<file path="src/rtl/regbank_pkg.sv">
// Shared constants and types for the register-bank access controller.
// Includes a scoreboard lookup helper that treats out-of-range addresses as never busy.
package regbank_pkg;

   localparam int NUM_REGS = 17;
   localparam int ADDR_W   = 5;
   localparam int DATA_W   = 32;

   typedef enum logic {
      IDLE = 1'b0,
      READ = 1'b1
   } rd_state_e;

   typedef enum logic {
      SRC_ALU  = 1'b0,
      SRC_LOAD = 1'b1
   } wb_src_e;

   // Registers outside the bank never block an instruction.
   function automatic logic reg_busy(input logic [NUM_REGS-1:0] busy,
                                     input logic [ADDR_W-1:0]   addr);
      logic result;
      result = 1'b0;
      if (int'(addr) < NUM_REGS) result = busy[addr];
      return result;
   endfunction

endpackage

</file>
<file path="src/rtl/regbank_wb_arbiter.sv">
// Arbitrates ALU and load writebacks onto the single bank write port and registers the transfer.
// REGBANK_RR_ARB_EN selects round-robin arbitration; otherwise the ALU has fixed priority.
module regbank_wb_arbiter
   import regbank_pkg::*;
(
   input  logic              clk,
   input  logic              rst,
   input  logic              wb0_valid,
   input  logic [ADDR_W-1:0] wb0_rd,
   input  logic [DATA_W-1:0] wb0_data,
   input  logic              wb1_valid,
   input  logic [ADDR_W-1:0] wb1_rd,
   input  logic [DATA_W-1:0] wb1_data,
   output logic              wb0_ready,
   output logic              wb1_ready,
   output logic              rf_wr_en,
   output logic [ADDR_W-1:0] rf_wr_addr,
   output logic [DATA_W-1:0] rf_wr_data
);

   wb_src_e           grant_src;
   logic              transfer;
   logic [ADDR_W-1:0] sel_rd;
   logic [DATA_W-1:0] sel_data;

   logic              wr_en_q,   wr_en_d;
   logic [ADDR_W-1:0] wr_addr_q, wr_addr_d;
   logic [DATA_W-1:0] wr_data_q, wr_data_d;

`ifdef REGBANK_RR_ARB_EN
   wb_src_e prio_q, prio_d;

   // prio_q holds the source that wins the next two-way contention.
   always_comb begin
      grant_src = wb0_valid ? SRC_ALU : SRC_LOAD;
      if (wb0_valid && wb1_valid) grant_src = prio_q;
      prio_d = prio_q;
      if (transfer) prio_d = (grant_src == SRC_ALU) ? SRC_LOAD : SRC_ALU;
   end

   always_ff @(posedge clk) begin
      if (rst) prio_q <= SRC_ALU;
      else     prio_q <= prio_d;
   end
`else
   always_comb begin
      grant_src = wb0_valid ? SRC_ALU : SRC_LOAD;
   end
`endif

   always_comb begin
      wb0_ready = !rst && wb0_valid && (grant_src == SRC_ALU);
      wb1_ready = !rst && wb1_valid && (grant_src == SRC_LOAD);
      transfer  = wb0_ready || wb1_ready;
      sel_rd    = (grant_src == SRC_ALU) ? wb0_rd   : wb1_rd;
      sel_data  = (grant_src == SRC_ALU) ? wb0_data : wb1_data;

      // R0 writebacks complete the handshake but never reach the bank.
      wr_en_d   = transfer && (sel_rd != '0);
      wr_addr_d = wr_en_d ? sel_rd   : '0;
      wr_data_d = wr_en_d ? sel_data : '0;
   end

   always_ff @(posedge clk) begin
      if (rst) begin
         wr_en_q   <= 1'b0;
         wr_addr_q <= '0;
         wr_data_q <= '0;
      end else begin
         wr_en_q   <= wr_en_d;
         wr_addr_q <= wr_addr_d;
         wr_data_q <= wr_data_d;
      end
   end

   assign rf_wr_en   = wr_en_q && !rst;
   assign rf_wr_addr = wr_addr_q;
   assign rf_wr_data = wr_data_q;

endmodule

</file>
<file path="src/rtl/regbank_access_ctrl.sv">
// Register-bank access controller: operand read sequencing, busy-bit hazard scoreboard, writeback port.
// Build with REGBANK_RR_ARB_EN defined for round-robin writeback arbitration.
module regbank_access_ctrl
   import regbank_pkg::*;
(
   input  logic              clk,
   input  logic              rst,
   input  logic              iss_valid,
   output logic              iss_ready,
   input  logic [ADDR_W-1:0] iss_rs1,
   input  logic [ADDR_W-1:0] iss_rs2,
   input  logic              iss_use_rs1,
   input  logic              iss_use_rs2,
   input  logic [ADDR_W-1:0] iss_rd,
   input  logic              iss_rd_en,
   output logic [ADDR_W-1:0] rf_rd1_addr,
   output logic [ADDR_W-1:0] rf_rd2_addr,
   output logic              rf_rd1_en,
   output logic              rf_rd2_en,
   output logic              opnd_valid,
   input  logic              wb0_valid,
   input  logic              wb1_valid,
   output logic              wb0_ready,
   output logic              wb1_ready,
   input  logic [ADDR_W-1:0] wb0_rd,
   input  logic [ADDR_W-1:0] wb1_rd,
   input  logic [DATA_W-1:0] wb0_data,
   input  logic [DATA_W-1:0] wb1_data,
   output logic              rf_wr_en,
   output logic [ADDR_W-1:0] rf_wr_addr,
   output logic [DATA_W-1:0] rf_wr_data,
   output logic              wb_err
);

   rd_state_e           state_q, state_d;
   logic [ADDR_W-1:0]   rs1_q, rs1_d, rs2_q, rs2_d;
   logic                use1_q, use1_d, use2_q, use2_d;
   logic [NUM_REGS-1:0] busy_q, busy_d;
   logic                wb_err_q, wb_err_d;
   logic                hazard, accept, in_read;

   regbank_wb_arbiter u_wb_arbiter (
      .clk        (clk),
      .rst        (rst),
      .wb0_valid  (wb0_valid),
      .wb0_rd     (wb0_rd),
      .wb0_data   (wb0_data),
      .wb1_valid  (wb1_valid),
      .wb1_rd     (wb1_rd),
      .wb1_data   (wb1_data),
      .wb0_ready  (wb0_ready),
      .wb1_ready  (wb1_ready),
      .rf_wr_en   (rf_wr_en),
      .rf_wr_addr (rf_wr_addr),
      .rf_wr_data (rf_wr_data)
   );

   always_comb begin
      hazard    = (iss_use_rs1 && reg_busy(busy_q, iss_rs1)) ||
                  (iss_use_rs2 && reg_busy(busy_q, iss_rs2)) ||
                  (iss_rd_en   && reg_busy(busy_q, iss_rd));
      iss_ready = !rst && !hazard;
      accept    = iss_valid && iss_ready;

      state_d = accept ? READ : IDLE;
      rs1_d   = rs1_q;
      rs2_d   = rs2_q;
      use1_d  = use1_q;
      use2_d  = use2_q;
      if (accept) begin
         rs1_d  = iss_rs1;
         rs2_d  = iss_rs2;
         use1_d = iss_use_rs1;
         use2_d = iss_use_rs2;
      end

      in_read     = (state_q == READ) && !rst;
      opnd_valid  = in_read;
      rf_rd1_addr = in_read ? rs1_q : '0;
      rf_rd2_addr = in_read ? rs2_q : '0;
      rf_rd1_en   = in_read && use1_q;
      rf_rd2_en   = in_read && use2_q;
   end

   // Clear on the write cycle, set on accept; WAW stalls keep the two on different registers.
   always_comb begin
      busy_d = busy_q;
      if (rf_wr_en && (rf_wr_addr != '0) && (int'(rf_wr_addr) < NUM_REGS))
         busy_d[rf_wr_addr] = 1'b0;
      if (accept && iss_rd_en && (iss_rd != '0) && (int'(iss_rd) < NUM_REGS))
         busy_d[iss_rd] = 1'b1;
      wb_err_d = wb_err_q || (rf_wr_en && !reg_busy(busy_q, rf_wr_addr));
   end

   always_ff @(posedge clk) begin
      if (rst) begin
         state_q  <= IDLE;
         rs1_q    <= '0;
         rs2_q    <= '0;
         use1_q   <= 1'b0;
         use2_q   <= 1'b0;
         busy_q   <= '0;
         wb_err_q <= 1'b0;
      end else begin
         state_q  <= state_d;
         rs1_q    <= rs1_d;
         rs2_q    <= rs2_d;
         use1_q   <= use1_d;
         use2_q   <= use2_d;
         busy_q   <= busy_d;
         wb_err_q <= wb_err_d;
      end
   end

   assign wb_err = wb_err_q;

endmodule

</file>
<file path="config.mk">
export PLATFORM = sky130hd
export DESIGN_NAME = regbank_access_ctrl
export DESIGN_NICKNAME = d
export VERILOG_FILES = /design/src/rtl/regbank_pkg.sv /design/src/rtl/regbank_wb_arbiter.sv /design/src/rtl/regbank_access_ctrl.sv
export SDC_FILE = /design/constraint.sdc
export NUM_CORES = 1
export LEC_CHECK = 0
export ABC_AREA = 1
export CAP_MARGIN = 20
export CORE_MARGIN = 2
export CORE_UTILIZATION = 33
export DETAILED_ROUTE_END_ITERATION = 6
export PLACE_DENSITY = 0.76
export SETUP_SLACK_MARGIN = 0.02
export SYNTH_ARGS = -nofsm -noshare
export SYNTH_HDL_FRONTEND = slang
export SYNTH_SLANG_ARGS = --single-unit
</file>
<file path="constraint.sdc">
create_clock -name clk -period 2 [get_ports clk]
set_clock_uncertainty 0.15 [all_clocks]
set_input_delay 0.2 -clock clk [delete_from_list [all_inputs] [get_ports clk]]
set_output_delay 0.2 -clock clk [all_outputs]
set_load 0.05 [all_outputs]
</file>
=== After elaboration in Yosys (flattened, before gate mapping) ===
Cells that the tools add are included.

* Register bits: 69
* Input bits: 97
* Output and inout bits: 55
* Word-level logic and storage cells: 81

* $lt $le $gt $ge: 10
* Mux-type cells: 24
* Bitwise gates (word level): 4
* Reductions and logical operators: 33

{| class="wikitable"
|+ Operators by type and width
! kind !! count
|-
| $mux 17 || 2
|-
| $mux 32 || 1
|-
| $lt 5x6->1 const B || 4
|-
| $logic_and 1x1->1 || 22
|-
| $bmux 1 s5 || 4
|-
| $lt 5x5->1 const B || 4
|-
| $and 17x17->17 || 1
|-
| $not 17->17 || 1
|-
| $or 17x17->17 || 1
|-
| $mux 5 || 3
|-
| $reduce_bool 5->1 || 3
|-
| $mux 1 || 12
|-
| $demux 1 s5 || 2
|-
| $ge 5x1->1 const B || 2
|-
| $logic_or 1x1->1 || 4
|-
| $logic_not 1->1 || 3
|-
| $reduce_or 2->1 || 1
|-
| $not 1->1 || 1
|}

=== Depth between registers and ports, before layout ===
Gate-level depths: netlist of run 1.

* Depth in word-level cells: 13
* Mapped depth: 15
* Mapped depth without buffers: 14

=== By module ===
A second synthesis of run 1 with hierarchy kept.

* Cells, all modules: 537
* Area, all modules: 3,696.0 sq um

{| class="wikitable"
|+ Modules (own cells, without submodules)
! module !! times used !! cells each !! area an instance (sq um) !! seq. area each (sq um)
|-
| regbank_access_ctrl || 1 || 391 || 2,247.2 || 620.6
|-
| regbank_wb_arbiter || 1 || 146 || 1,448.9 || 760.7
|}

=== Worst setup path before layout of run 1 ===
OpenSTA, ideal clock, no wires.

* Path type: input port to flip-flop
* Start point: in rst
* End point: reg busy_q[16]
* Library setup time: 132 ps
* Arrival time: 1,849 ps
* Data required time: 1,718 ps
* Slack: -131 ps
* Stages: 6
* Path buffers: 2
* Cell sequence: clkbuf_1 -> nor2_1 -> nand3_1 -> clkbuf_1 -> o21ai_0 -> a21oi_1

* Cells in the longest elaborated chain, start to end: 7
* Elaborated cells on any way between the ends: 12
* Classes of those cells: 2 x mux; 1 x bitwise; 9 x reduce/logical

{| class="wikitable"
|+ RTL lines
! what !! line !! text
|-
| from (decl) || regbank_access_ctrl.sv:7 || <nowiki>input logic rst,</nowiki>
|-
| $logic_not 1->1 (*) || regbank_wb_arbiter.sv:76 || <nowiki>assign rf_wr_en = wr_en_q && !rst;</nowiki>
|-
| $logic_and 1x1->1 (*) || regbank_wb_arbiter.sv:76 ||
|-
| net rf_wr_en || regbank_access_ctrl.sv:29 || <nowiki>output logic rf_wr_en,</nowiki>
|-
| $logic_and 1x1->1 (*) (2 in a row) || regbank_access_ctrl.sv:88 || <nowiki>if (rf_wr_en && (rf_wr_addr != '0) && (int'(rf_wr_addr) < NUM_REGS))</nowiki>
|-
| $mux 17 (*) || regbank_access_ctrl.sv:88 ||
|-
| $or 17x17->17 (no line) || n/a ||
|-
| $mux 17 (*) || regbank_access_ctrl.sv:90 || <nowiki>if (accept && iss_rd_en && (iss_rd != '0) && (int'(iss_rd) < NUM_REGS))</nowiki>
|-
| to (signal assigned) || regbank_access_ctrl.sv:110 || <nowiki>busy_q <= busy_d;</nowiki>
|-
| to (decl) || regbank_access_ctrl.sv:38 || <nowiki>logic [NUM_REGS-1:0] busy_q, busy_d;</nowiki>
|}

Mark *: on every way through the listed nets, which the timed path passes. The rest lies on a longest branch.
A chain may end at the register's enable or synchronous reset.

=== Final worst setup path of run 1 ===
* Start point: in iss_rd[2]
* End point: out iss_ready

* Cells in the longest elaborated chain, start to end: 7
* Elaborated cells on any way between the ends: 8
* Classes of those cells: 1 x order compare; 3 x mux; 4 x reduce/logical

{| class="wikitable"
|+ RTL lines
! what !! line !! text
|-
| from (decl) || regbank_access_ctrl.sv:14 || <nowiki>input logic [ADDR_W-1:0] iss_rd,</nowiki>
|-
| $bmux 1 s5 || regbank_pkg.sv:24 || <nowiki>if (int'(addr) < NUM_REGS) result = busy[addr];</nowiki>
|-
| $mux 1 (implied by the code) || regbank_pkg.sv:24 ||
|-
| $mux 1 (*) || regbank_pkg.sv:24 ||
|-
| $logic_and 1x1->1 (*) || regbank_access_ctrl.sv:61 || <nowiki>(iss_rd_en && reg_busy(busy_q, iss_rd));</nowiki>
|-
| $logic_or 1x1->1 (*) || regbank_access_ctrl.sv:60 || <nowiki>(iss_use_rs2 && reg_busy(busy_q, iss_rs2)) ||</nowiki>
|-
| $logic_not 1->1 (*) || regbank_access_ctrl.sv:62 || <nowiki>iss_ready = !rst && !hazard;</nowiki>
|-
| $logic_and 1x1->1 (*) || regbank_access_ctrl.sv:62 ||
|-
| to (decl) || regbank_access_ctrl.sv:9 || <nowiki>output logic iss_ready,</nowiki>
|}

Mark *: on every way between the ends. The rest lies on a longest branch, timed or not. The select of a mux whose other input is x is not followed.

==> results of run 1 <==
[repair_timing]
item	CTS	global route
gates resized for setup	44	20
pin swaps	6	7
hold endpoints to repair	0	0
buffers inserted	3	1
endpoints found under the setup margin	31	39
[how the worst min path moves through the flow]
| stage | slack, ps | from | cells after the start | end |
|---|---|---|---|---|
| after CTS | 180 | iss_rs2[0] | 3 | rs2_q[0] |
| after detailed placement | 300 | wb_err | 2 | wb_err |
| final | 200 | iss_rs2[0] | 3 | rs2_q[0] |
| after global routing | 200 | iss_rs2[0] | 3 | rs2_q[0] |
| after global placement | 300 | wb_err | 2 | wb_err |
| after floorplan | 190 | wb0_data[27] | 2 | u_wb_arbiter.rf_wr_data[27] |
[routing by layer]
layer / vias to the layer above / wire, microns
li1: 2161 / -
met1: 1999 / 4933
met2: 244 / 6052
met3: 26 / 1271
met4: 0 / 287
met5: - / 0
[worst max-delay path, delay by kind of cell]
| family | cells | cell delay [ps] |
|---|---|---|
| buf+inv | 4 | 860 |
| simple gates | 6 | 540 |
| compound gates | 1 | 170 |
[placed cells by master, fill, tap and decap left out, types with 5 or more instances in the layout]
cell type,instances
inv_1,40
dfxtp_2,13
nand2_2,6
inv_2,14
nand3_1,32
nor3_1,7
nor2_1,68
nand4_1,17
o21ai_1,12
dfxtp_1,54
clkbuf_8,10
mux2i_1,5
o21ai_0,18
clkdlybuf4s50_1,123
nand2_1,159
buf_12,19
dlygate4sd2_1,6
buf_4,51
a21oi_1,49
[logic make-up (layout without fill, tap and decap cells)]
family                 after synthesis  count (layout)  share of synthesized area, %
muxes                                5               5                         1.416
DFF                                 69              69                         39.08
buffers and inverters               82             277                         9.557
and+or+nand+nor                    300             300                         35.47
AOI/OAI and AO/OA                   94              94                         14.48
[power by group through the flow]
stage / combinational, mW / sequential [mW] / clock (mW)
CTS: 0.956 / 1.47 / 1.09
detailed placement: 0.945 / 1.51 / 0
global route: 1.03 / 1.48 / 1.14
finish: 0.964 / 1.47 / 1.06
floorplan: 0.299 / 1.67 / 0
global placement: 0.934 / 1.50 / 0
[state kept, by name, summed over array words and instances, names as in the netlist]
| signal | count |
|---|---|
| u_wb_arbiter.wr_en_q | 1 |
| use1_q | 1 |
| wb_err | 1 |
| use2_q | 1 |
| rs2_q | 5 |
| u_wb_arbiter.rf_wr_data | 32 |
| u_wb_arbiter.rf_wr_addr | 5 |
| busy_q | 17 |
| state_q | 1 |
| rs1_q | 5 |
[synth_stat cells]
cell	count	area, sq um
nand2_1	164	615.6
nor2_1	70	262.8
dfxtp_1	69	1381
inv_1	53	198.9
a21oi_1	49	245.2
nand3_1	33	165.2
o21ai_0	21	105.1
nand4_1	17	106.4
clkbuf_1	13	48.80
nor3_1	10	50.05
o21ai_1	10	50.05
buf_2	5	25.02
mux2i_1	5	50.05
a22oi_1	3	22.52
buf_1	3	11.26
buf_6	3	33.78
o221ai_1	3	26.28
a21boi_0	2	15.01
clkinv_1	2	7.510
inv_2	2	7.510
nand2_4	2	22.52
o2111ai_1	2	17.52
a31oi_1	1	6.260
a41oi_1	1	8.760
and2_1	1	6.260
clkinv_2	1	5.000
nand2_2	1	6.260
nand3b_1	1	7.510
nor2_4	1	11.26
o211ai_1	1	7.510
o21bai_1	1	7.510
[metrics by stage]
stage          setup WS (ps)  power (mW)
6_report              -112.6       3.493
5_1_grt               -184.6       3.647
4_1_cts               -76.33       3.517
3_5_place_dp          -504.5       2.450
3_3_place_gp          -441.4       2.437
2_1_floorplan          86.73       1.968
[final cells by class]
cell class	instances	area (sq um)	share of cell area [%]
timing repair buffer	203	2093	35.21
multi-input combinational	399	1866	31.38
sequential	69	1405	23.63
inverter	58	229.0	3.851
tap	136	170.2	2.862
clock buffer	10	137.6	2.315
clock inverter	6	45.04	0.7576
==> out/metrics.cfg, run 1 <==
[drt]
drt_wl_total_microns = 12540
wire_per_inst_microns = 14.24
drt_iter0_markers = 367
via_per_inst = 5.028
dr.pass1.iters = 7
vias = 4430
drc_errors = 0
ant_nets = 0

[critical_path]
timing.rr.start = busy_q[13]
crit_slowest_cell = clkdlybuf4s50_1
startpoint = iss_rd[2]
r2r_end = busy_q[14]
crit_chain = clkdlybuf4s50_1, inv_2, nand4_1, nor2_1, nand2_1, nand2_1, o21bai_1, nand2_2, nor2_4, buf_12, buf_12
start_kind = primary input
cp-end-kind = output port
critPathMaxStageDelay_ps = 540
r2r_cells = 13
worstPathRequired_ps = 1650
cp_max_fo = 3
timing_worst_setup_path_type = primary input to output port
endpoint = iss_ready
worst_ep_arrival_time_ps = 1760
reg2reg_slack_ps = 50

[placement]
place_inst = 861
place_hpwl_microns = 9733
gp_congestion = 0.9343
numPortBuffers = 151
placed_cell_area_sq_mm = 0.005648

[timing]
hold_violations = 0
relSlewSlack_pct = 57.36
fin_crit_sh_pct = 105.6
setup_tns_ps = -112.6
max_freq_mhz = 473.4
layout_min_cycle_time_ps = 2113
drv_slew = 0
finalSetupViolCount = 1
tightest_slew_ps = 634.7
fin_ws_ps = -112.6
hold_ws_ps = 203.4
rsz0062_at_grt = yes

[cells_and_area]
diodes = 0
area_growth_pct = 68.21
fillers = 976
final_nets = 837
final_util_pct = 57.34
finalInstanceArea_sq_mm = 0.005946
instances_no_fill = 881
drive_gt1_share_pct = 18.39

[status]
outcome = complete, but fails checks
violations = negative setup slack

[grt]
grtUsageMet2_pct = 36.75
met3_usage_pct = 7.143
gr-max-usage-layer = met2
met1_usage_pct = 26.24
grt_max_degree = 33
antenna_found_initial = 0
grt_overflow = 0
grt_pass1_wl_microns = 20070
grt_use_total_pct = 21.98
grt_pass1_vias = 4246

[pwr]
swShare_pct = 32.46
p_leak_nw = 2.518
pwr-share-comb_pct = 27.6
cellPowerDensity_mw_per_mm2 = 587.5
switchingPower_mw = 1.134
p_int_mw = 2.359
clkPwrFrac_pct = 30.3
ir_drop_mv = 0.4079
seqPwrFrac_pct = 42.1

[synth]
netlist_area_sq_mm = 0.003535
ys_seq_elements = 69
syn_nets = 647
synth_warnings = 0
synthDistinctLibCells = 31
synth_seq_area_share_pct = 39.08
synthCells = 550
syn_area_per_cell_sq_um = 6.427

[cts]
cts_max_path_buffers = 2
clk_latency_ps = 350
cts-root-buf = clkbuf_8
clk_pin_slew_ps = 80
cts_sinks = 69
cts_made_buffers = 9
cts_tree = built
hold_buffers = 0
cts-htree-levels = 3

[hold_path]
min_path_type = primary input to register

[die]
die_area_sq_mm = 0.01156
fp.dieW_microns = 107.5
die_h_microns = 107.5
core_sq_mm = 0.01037
rows = 37
io_pins = 152
start_util_pct = 34.09

[run]
drv_cap = 0

Power figures use the tool's default switching activity.
==> inputs of run 2 (changes only) <==
==> constraint.sdc (replaced) <==
create_clock -name clk -period 2.2 [get_ports clk]
set_clock_uncertainty 0.15 [all_clocks]
set_input_delay 0.22 -clock clk [delete_from_list [all_inputs] [get_ports clk]]
set_output_delay 0.22 -clock clk [all_outputs]
set_load 0.05 [all_outputs]
==> out/metrics.cfg, run 2 (synthesis results as in run 1) <==
[cells_and_area]
final_common_cell = nand2_1
diodes = 0  ; unchanged
layout_common_cells = nand2_1 (161), clkdlybuf4s50_1 (125), nor2_1 (70)
final_util_pct = 56.77  ; -0.57 points
area_growth_pct = 66.55
instances_no_fill = 875  ; -0.68%
final_nets = 831  ; -0.72%
largest_register_ffs = 32  ; unchanged
finalInstanceArea_sq_mm = 0.005887  ; -0.99%
drive_gt1_share_pct = 15.16  ; -3.2 points

[placement]
place_inst = 853  ; -0.93%
post-place-ws_ps = -244.8  ; +259.7 ps
place_hpwl_microns = 10140  ; +4.2%
gp_congestion = 0.9294  ; -0.52%
numPortBuffers = 151  ; unchanged
placed_cell_area_sq_mm = 0.005593  ; -0.97%

[cts]
clk_latency_ps = 340  ; about the same
clk_pin_slew_ps = 70  ; about the same
cts-root-buf = clkbuf_8
cts_max_path_buffers = 2  ; unchanged
cts-htree-levels = 3  ; unchanged
hold_buffers = 0  ; unchanged
cts_made_buffers = 9  ; unchanged
cts_tree = built
cts_sinks = 69  ; unchanged

[timing]
layout_min_cycle_time_ps = 2169
hold_violations = 0  ; unchanged
fin_crit_sh_pct = 98.58
drv_slew = 0  ; unchanged
relSlewSlack_pct = 56.60  ; -0.76 points
hold_ws_ps = 182.1  ; -21.35 ps
fin_ws_ps = 31.21  ; +143.8 ps
rsz0062_at_grt = yes
finalSetupViolCount = 0  ; -1
tightest_slew_ps = 646.0  ; +11.28 ps
max_freq_mhz = 461.1

[die]
io_pins = 152  ; unchanged
die_area_sq_mm = 0.01156  ; unchanged
fp.dieW_microns = 107.5  ; unchanged
die_h_microns = 107.5  ; unchanged
rows = 37  ; unchanged
core_sq_mm = 0.01037  ; unchanged
start_util_pct = 34.09  ; unchanged

[pwr]
p_int_mw = 2.157  ; -8.6%
swShare_pct = 31.51  ; -0.95 points
switchingPower_mw = 0.9923  ; -12%
pwr-share-comb_pct = 27.5  ; about the same
ir_drop_mv = 0.3636  ; -11%
seqPwrFrac_pct = 42.4  ; +0.3 points
cellPowerDensity_mw_per_mm2 = 534.9  ; -8.9%
clkPwrFrac_pct = 30.1  ; -0.2 points
p_leak_nw = 2.510  ; -0.35%

[grt]
grt_pass1_wl_microns = 20600  ; +2.7%
grt_max_degree = 33  ; unchanged
grt_pass1_vias = 4236  ; -0.24%
grt_overflow = 0  ; unchanged
grt_use_total_pct = 22.70  ; +0.72 points
antenna_found_initial = 0  ; unchanged

[run]
drv_cap = 0  ; unchanged

[critical_path]
start_kind = register
cp_max_fo = 3  ; unchanged
r2r_cells = 13  ; unchanged
worst_ep_arrival_time_ps = 1800  ; +40 ps
cp-end-kind = output port
timing_worst_setup_path_type = register to output port
worstPathRequired_ps = 1830  ; +180 ps

[drt]
drc_errors = 0  ; unchanged
drt_wl_total_microns = 13050  ; +4.1%
dr.pass1.iters = 5  ; -2
vias = 4372  ; -1.3%
ant_nets = 0  ; unchanged
wire_per_inst_microns = 14.92  ; +4.8%
drt_iter0_markers = 318  ; -13%
via_per_inst = 4.997  ; -0.63%

[hold_path]
hold_depth = 4  ; +1
min_path_type = primary input to register

[status]
outcome = completed

[run 2: repair_timing]
action	CTS	global route
setup buffers	3	2
pin swaps	3	4
endpoints found under the setup margin	1	13
resized for setup	20	29
cloned	1	0
[run 2: power by group through the flow]
| stage | clock network, mW | logic [mW] | registers [mW] |
|---|---|---|---|
| final | 0.948 | 0.867 | 1.33 |
| after global placement | 0 | 0.838 | 1.37 |
| after CTS | 0.966 | 0.863 | 1.34 |
| after floorplan | 0 | 0.272 | 1.52 |
| after detailed placement | 0 | 0.853 | 1.37 |
| after global routing | 1.02 | 0.926 | 1.34 |
[run 2: worst paths after layout]
path,start,end,slack (ps)
max,busy_q[9],iss_ready,30
min,iss_rs1[1],rs1_q[1],180
max reg2reg,busy_q[9],busy_q[6],170
min reg2reg,wb_err,wb_err,310
[run 2: through the flow]
stage / TNS, ps / power, mW
after detailed placement: -7819 / 2.220
after CTS: 0 / 3.167
after global routing: -77.41 / 3.286
after global placement: -4653 / 2.204
final: 0 / 3.149
after floorplan: 0 / 1.789
[run 2: final cells by class]
class,count,area (sq um)
multi-input cells,399,1842
fillers,985,4483
flip-flops and latches,69,1401
well taps,136,170.2
clock inverters,4,22.52
inverters,58,229.0
clock buffers,12,155.1
repair buffers,197,2067
[run 2: routing by layer]
layer / GRT usage [%] / up-vias / share of wire, %
met5: 0 / - / 0
met3: 7.869 / 29 / 9.9
met2: 40.48 / 203 / 50
met1: 25.36 / 1993 / 38
li1: - / 2147 / -
met4: 6.685 / 0 / 1.5
[run 2: critical path, stage by stage (launching register included)]
cell and delay, ps:
dfxtp_2 340, inv_2 100, nor2_1 60, nor2_1 90
nand2_1 60, nand2_1 50, nand2_1 50, o21bai_1 190
nand2_1 130, nor2_4 150, buf_12 120, buf_12 120
